## config.mk

```make
export PLATFORM = sky130hd
export DESIGN_NAME = ddr_port_arbiter_flat
export DESIGN_NICKNAME = d
export VERILOG_FILES = /design/src/rtl/ddr_port_arbiter_if.sv /design/src/rtl/ddr_port_arbiter.sv /design/src/flat_wrapper.sv
export SDC_FILE = /design/constraint.sdc
export NUM_CORES = 1
export LEC_CHECK = 0
export CAP_MARGIN = 40
export CORE_AREA = 4 4 542 544
export CTS_BUF_LIST = sky130_fd_sc_hd__clkbuf_16
export CTS_CLUSTER_SIZE = 20
export DETAILED_ROUTE_END_ITERATION = 8
export DIE_AREA = 0 0 546 548
export PLACE_DENSITY = 0.31
export SYNTH_ARGS = -nofsm -noshare
export SYNTH_HDL_FRONTEND = slang
export SYNTH_SLANG_ARGS = --single-unit
```

## constraint.sdc

```tcl
create_clock -name clk -period 5.1 [get_ports clk]
set_input_delay 0.765 -clock clk [delete_from_list [all_inputs] [get_ports clk]]
set_output_delay 0.765 -clock clk [all_outputs]
set_load 0.01 [all_outputs]
```

## src/rtl/ddr_port_arbiter_if.sv

```systemverilog
// Bundles the requester-side and controller-side signals of the DDR line port arbiter.
// req_valid/req_ready: a port holds req_valid with stable write/addr/wdata until a one-cycle req_ready accepts it.
interface ddr_port_arbiter_if #(
  parameter int ADDR_W = 30,
  parameter int DATA_W = 256
);
  logic [1:0]          req_valid;
  logic [1:0]          req_write;
  logic [2*ADDR_W-1:0] req_addr;
  logic [2*DATA_W-1:0] req_wdata;
  logic [1:0]          req_ready;
  logic [1:0]          resp_valid;
  logic [DATA_W-1:0]   resp_rdata;
  logic                ram_en;
  logic                ram_write;
  logic [ADDR_W-1:0]   ram_addr;
  logic [DATA_W-1:0]   data_to_ram;
  logic                ram_rdy;
  logic [DATA_W-1:0]   data_from_ram;

  modport slave (
    input  req_valid, req_write, req_addr, req_wdata, ram_rdy, data_from_ram,
    output req_ready, resp_valid, resp_rdata, ram_en, ram_write, ram_addr, data_to_ram
  );

  modport master (
    output req_valid, req_write, req_addr, req_wdata, ram_rdy, data_from_ram,
    input  req_ready, resp_valid, resp_rdata, ram_en, ram_write, ram_addr, data_to_ram
  );
endinterface

```

## src/rtl/ddr_port_arbiter.sv

```systemverilog
// Round-robin arbiter sharing the DDR controller line port between the I-cache (port 0)
// and D-cache (port 1) miss handlers; holds the granted op stable until completion.
module ddr_port_arbiter #(
  parameter int ADDR_W      = 30,
  parameter int DATA_W      = 256,
  parameter int ACCEPT_WAIT = 4
) (
  input  logic                clk,
  input  logic                reset,
  ddr_port_arbiter_if.slave   bus,
  output logic                busy,
  output logic [1:0]          dbg_state
);

  typedef enum logic [1:0] {IDLE, ISSUE, BUSY, DONE} state_t;

  localparam int CNT_W = $clog2(ACCEPT_WAIT) + 1;
  localparam logic [CNT_W-1:0] CNT_LAST = CNT_W'(ACCEPT_WAIT - 1);

  state_t              state, state_n;
  logic [CNT_W-1:0]    cnt, cnt_n;
  logic                ptr;
  logic                owner;
  logic                lat_write;
  logic [ADDR_W-1:0]   lat_addr;
  logic [DATA_W-1:0]   lat_wdata;
  logic [DATA_W-1:0]   rdata_q;
  logic                grant;
  logic                take;
  logic                capture;
  logic                en_raw;
  logic [1:0]          ready_raw;
  logic [1:0]          resp_raw;

  always_ff @(posedge clk) begin
    if (reset) begin
      state     <= IDLE;
      cnt       <= '0;
      ptr       <= 1'b0;
      owner     <= 1'b0;
      lat_write <= 1'b0;
      lat_addr  <= '0;
      lat_wdata <= '0;
      rdata_q   <= '0;
    end else begin
      state <= state_n;
      cnt   <= cnt_n;
      if (take) begin
        owner     <= grant;
        ptr       <= ~grant;
        lat_write <= grant ? bus.req_write[1] : bus.req_write[0];
        lat_addr  <= grant ? bus.req_addr[2*ADDR_W-1:ADDR_W] : bus.req_addr[ADDR_W-1:0];
        lat_wdata <= grant ? bus.req_wdata[2*DATA_W-1:DATA_W] : bus.req_wdata[DATA_W-1:0];
      end
      if (capture) begin
        rdata_q <= bus.data_from_ram;
      end
    end
  end

  always_comb begin
    state_n   = state;
    cnt_n     = cnt;
    grant     = ptr;
    take      = 1'b0;
    capture   = 1'b0;
    en_raw    = 1'b0;
    ready_raw = 2'b00;
    resp_raw  = 2'b00;
    case (state)
      IDLE: begin
        if (|bus.req_valid) begin
          grant     = (bus.req_valid == 2'b11) ? ptr : bus.req_valid[1];
          take      = 1'b1;
          ready_raw = grant ? 2'b10 : 2'b01;
          cnt_n     = '0;
          state_n   = ISSUE;
        end
      end
      ISSUE: begin
        en_raw = 1'b1;
        // A controller that stays ready this long has silently absorbed a repeated op.
        if (!bus.ram_rdy) begin
          cnt_n   = '0;
          state_n = BUSY;
        end else if (cnt == CNT_LAST) begin
          cnt_n   = '0;
          capture = 1'b1;
          state_n = DONE;
        end else begin
          cnt_n = cnt + 1'b1;
        end
      end
      BUSY: begin
        en_raw = 1'b1;
        if (bus.ram_rdy) begin
          capture = 1'b1;
          state_n = DONE;
        end
      end
      DONE: begin
        en_raw   = 1'b1;
        resp_raw = owner ? 2'b10 : 2'b01;
        state_n  = IDLE;
      end
      default: state_n = IDLE;
    endcase
  end

  // Handshake outputs stay quiet while reset is held so nothing is accepted or reported.
  assign bus.req_ready   = reset ? 2'b00 : ready_raw;
  assign bus.resp_valid  = reset ? 2'b00 : resp_raw;
  assign bus.ram_en      = en_raw & ~reset;
  assign bus.ram_write   = lat_write;
  assign bus.ram_addr    = lat_addr;
  assign bus.data_to_ram = lat_wdata;
  assign bus.resp_rdata  = rdata_q;
  assign busy            = (state != IDLE) & ~reset;
  assign dbg_state       = state;

endmodule

```

## src/flat_wrapper.sv

```systemverilog
// flat-port wrapper written by rule: the top's interface ports become plain ports
module ddr_port_arbiter_flat 
#(
  parameter int ADDR_W      = 30,
  parameter int DATA_W      = 256,
  parameter int ACCEPT_WAIT = 4
)
  (clk, reset, busy, dbg_state, bus_req_valid, bus_req_write, bus_req_addr, bus_req_wdata, bus_ram_rdy, bus_data_from_ram, bus_req_ready, bus_resp_valid, bus_resp_rdata, bus_ram_en, bus_ram_write, bus_ram_addr, bus_data_to_ram);
  ddr_port_arbiter_if #(.ADDR_W(ADDR_W), .DATA_W(DATA_W)) bus_i ();
  input  logic clk;
  input  logic reset;
  output logic busy;
  output logic [1:0] dbg_state;
  input wire logic [$bits(bus_i.req_valid)-1:0] bus_req_valid;
  input wire logic [$bits(bus_i.req_write)-1:0] bus_req_write;
  input wire logic [$bits(bus_i.req_addr)-1:0] bus_req_addr;
  input wire logic [$bits(bus_i.req_wdata)-1:0] bus_req_wdata;
  input wire logic [$bits(bus_i.ram_rdy)-1:0] bus_ram_rdy;
  input wire logic [$bits(bus_i.data_from_ram)-1:0] bus_data_from_ram;
  output wire logic [$bits(bus_i.req_ready)-1:0] bus_req_ready;
  output wire logic [$bits(bus_i.resp_valid)-1:0] bus_resp_valid;
  output wire logic [$bits(bus_i.resp_rdata)-1:0] bus_resp_rdata;
  output wire logic [$bits(bus_i.ram_en)-1:0] bus_ram_en;
  output wire logic [$bits(bus_i.ram_write)-1:0] bus_ram_write;
  output wire logic [$bits(bus_i.ram_addr)-1:0] bus_ram_addr;
  output wire logic [$bits(bus_i.data_to_ram)-1:0] bus_data_to_ram;
  assign bus_i.req_valid = bus_req_valid;
  assign bus_i.req_write = bus_req_write;
  assign bus_i.req_addr = bus_req_addr;
  assign bus_i.req_wdata = bus_req_wdata;
  assign bus_i.ram_rdy = bus_ram_rdy;
  assign bus_i.data_from_ram = bus_data_from_ram;
  assign bus_req_ready = bus_i.req_ready;
  assign bus_resp_valid = bus_i.resp_valid;
  assign bus_resp_rdata = bus_i.resp_rdata;
  assign bus_ram_en = bus_i.ram_en;
  assign bus_ram_write = bus_i.ram_write;
  assign bus_ram_addr = bus_i.ram_addr;
  assign bus_data_to_ram = bus_i.data_to_ram;
  ddr_port_arbiter #(.ADDR_W(ADDR_W), .DATA_W(DATA_W), .ACCEPT_WAIT(ACCEPT_WAIT)) u_core (.clk(clk), .reset(reset), .bus(bus_i), .busy(busy), .dbg_state(dbg_state));
endmodule
```

==> flow_summary.json <==
{
  "netlist_instances": 2407,
  "cts_tree": "done",
  "num_io_pins": 1386,
  "dp_cells": 7452,
  "core_area_um2": 289600,
  "synth-main-ff-cell": "dfxtp_1",
  "cts_buffer_depth": 4,
  "clk_pin_slew_ps": 60,
  "clock_latency_ps": 800,
  "fin_skew_ps": 65.95,
  "vias_per_cell": 3.071,
  "p_per_area_nw_per_um2": 387.4,
  "ir_drop_uv": 226.5,
  "grt_usage_pct": 11.91,
  "core.rowCount": 198,
  "ys_ff_latch": 550,
  "synth_commonest_cells": "nand2_1 (1087), dfxtp_1 (550), a22oi_1 (285)",
  "vias": 23380,
  "dp_hpwl_um": 156900,
  "crit_fanout": 9,
  "async_flop_share_pct": 0,
  "cp-end-kind": "output pin",
  "post_cts_buffers": 0,
  "cts_root_buf": "clkbuf_16",
  "ff2ff_path_depth": 7,
  "leakage_nw": 14.25,
  "synth.most_common_cell": "nand2_1",
  "chipHeight_um": 548,
  "path_class": "register to output pin",
  "htree_levels": 3,
  "ys_seq_area_share_pct": 55.82,
  "startpoint_type": "register",
  "wl_um": 187800,
  "cp.required_ps": 4340,
  "wl_per_cell_um": 24.67,
  "slew_viol_final": 0,
  "setup_ws_ps": 1465,
  "antenna_found_initial": 133,
  "pre_cts_slack_ps": 1928,
  "drcViolationCount": 0,
  "overflow": 0,
  "fin_nets": 4579,
  "cp_num_cells": 6,
  "grt_pass1_wl_um": 241100,
  "instances_no_fill": 7612,
  "status": "finished, final reports clean",
  "die_w_um": 546,
  "synth_edf_count": 0,
  "grt_max_degree": 135,
  "drive_gt1_share_pct": 4.033,
  "rsz0062_at_grt": "no",
  "final_cell_area_um2": 40520,
  "port_buffers": 1385,
  "yosys.area.top_type_share_pct": 55.82,
  "hp-class": "input pin to register",
  "synth.distinct_cells": 32,
  "worstPathBufferInverterCount": 4,
  "syn_to_final_growth_pct": 105.4,
  "tightest_slew_ps": 912.3,
  "antenna_left": 0,
  "first_pass_iters": 5,
  "cts_buffers": 85,
  "maxCapViolations": 0,
  "crit_path_top_delay_cell": "clkdlybuf4s50_1",
  "finalCritPeriodShare_pct": 71.28,
  "whs_ps": 369.4,
  "netlist_area_um2": 19730,
  "holdPathStages": 2,
  "cp_cell_sequence": "inv_1 -> ha_1 -> buf_4 -> nor2_1 -> clkdlybuf4s50_1 -> buf_8",
  "synth_area_per_cell_um2": 8.195,
  "die-area_um2": 299200,
  "finalHoldViolCount": 0,
  "final.setup.tns_ps": 0,
  "critical-path-top-delay-family": "buffers and inverters",
  "slowest_delay_ps": 630,
  "grt_pass1_vias": 23639,
  "ys.warnings.count": 0,
  "postCtsHoldBufs": 0,
  "syn_nets": 3247,
  "start_util_pct": 6.811,
  "setup_violations": 0,
  "place_area_um2": 38030,
  "cts_resized": 0,
  "max_freq_mhz": 275.1,
  "ys_top_cells_by_area": "dfxtp_1 (56%), nand2_1 (21%), a22oi_1 (11%)",
  "critPathArrivalTime_ps": 2870,
  "slew_headroom_pct": 39.18,
  "gp_congestion": 0.8836,
  "period_minus_slack_ps": 3635,
  "cts_sinks": 550,
  "yosysTopAreaCell": "dfxtp_1",
  "drt_iter0_markers": 1483
}
## worst paths after layout
path,from,endpoint,slack [ps]
max,u_core.dbg_state[0],busy,1460
min,reset,u_core.bus.resp_rdata[31],370
max reg2reg,u_core.dbg_state[0],u_core.bus.data_to_ram[200],2350
min reg2reg,u_core.bus.resp_rdata[179],u_core.bus.resp_rdata[179],450
## layout by cell type, fill, tap and decap left out, types with 3 or more instances in the layout
cell,netlist,final
inv_1,3,32
nor2_1,5,5
clkbuf_16,0,86
ha_1,5,5
buf_12,0,12
buf_4,5,27
a21oi_1,260,260
dfxtp_1,550,550
clkinvlp_4,0,3
clkdlybuf4s50_1,0,1384
nand2_1,1087,1087
clkinv_2,0,7
diode_2,0,18
inv_6,0,3
clkinv_1,0,12
a22oi_1,285,285
and3b_1,3,3
## flip-flops by register name, summed over array words and instances (netlist names)
signal	cells
u_core.cnt	3
u_core.bus.resp_rdata	256
u_core.ptr	1
u_core.dbg_state	2
u_core.bus.data_to_ram	256
u_core.bus.ram_write	1
u_core.bus.ram_addr	30
u_core.owner	1
## metrics by stage
step,util [%],total power (W)
3_5_place_dp,13.13,0.01050
5_1_grt,13.98,0.01655
2_1_floorplan,-,0.007181
6_report,13.99,0.01570
3_3_place_gp,13.10,0.01046
4_1_cts,13.98,0.01618
## layout make-up
type | count | area (um^2)
antenna | 18 | 45.04
clock buffer | 86 | 2152
clock inverter | 56 | 297.8
fill | 33078 | 249100
inverter | 3 | 11.26
multi-input combinational | 1672 | 7869
sequential | 550 | 11010
tap | 3800 | 4755
timing repair buffer | 1427 | 14380
## cell families after synthesis
family	Yosys count	share of synthesized area [%]
muxes	2	0.1015
buffers and inverters	185	4.453
and+or+nand+nor	1109	21.41
DFF	550	55.82
adders and majority gates	5	0.3171
AOI/OAI and AO/OA	556	17.91
## per-layer routing
metal  vias up  track usage, %  share of wire, %
met3       328           6.059                12
li1      10731               -                 -
met1     10959           14.05                40
met5         -               0              0.30
met4        90           2.182               2.0
met2      1272           19.44                45
## where the power goes
group	switching (W)	leakage (nW)	internal (W)
Sequential	0.000455	4.49	0.00502
Clock	0.00233	1.30	0.00308
Combinational	0.00249	8.46	0.00233
Power figures use the tool's default switching activity.
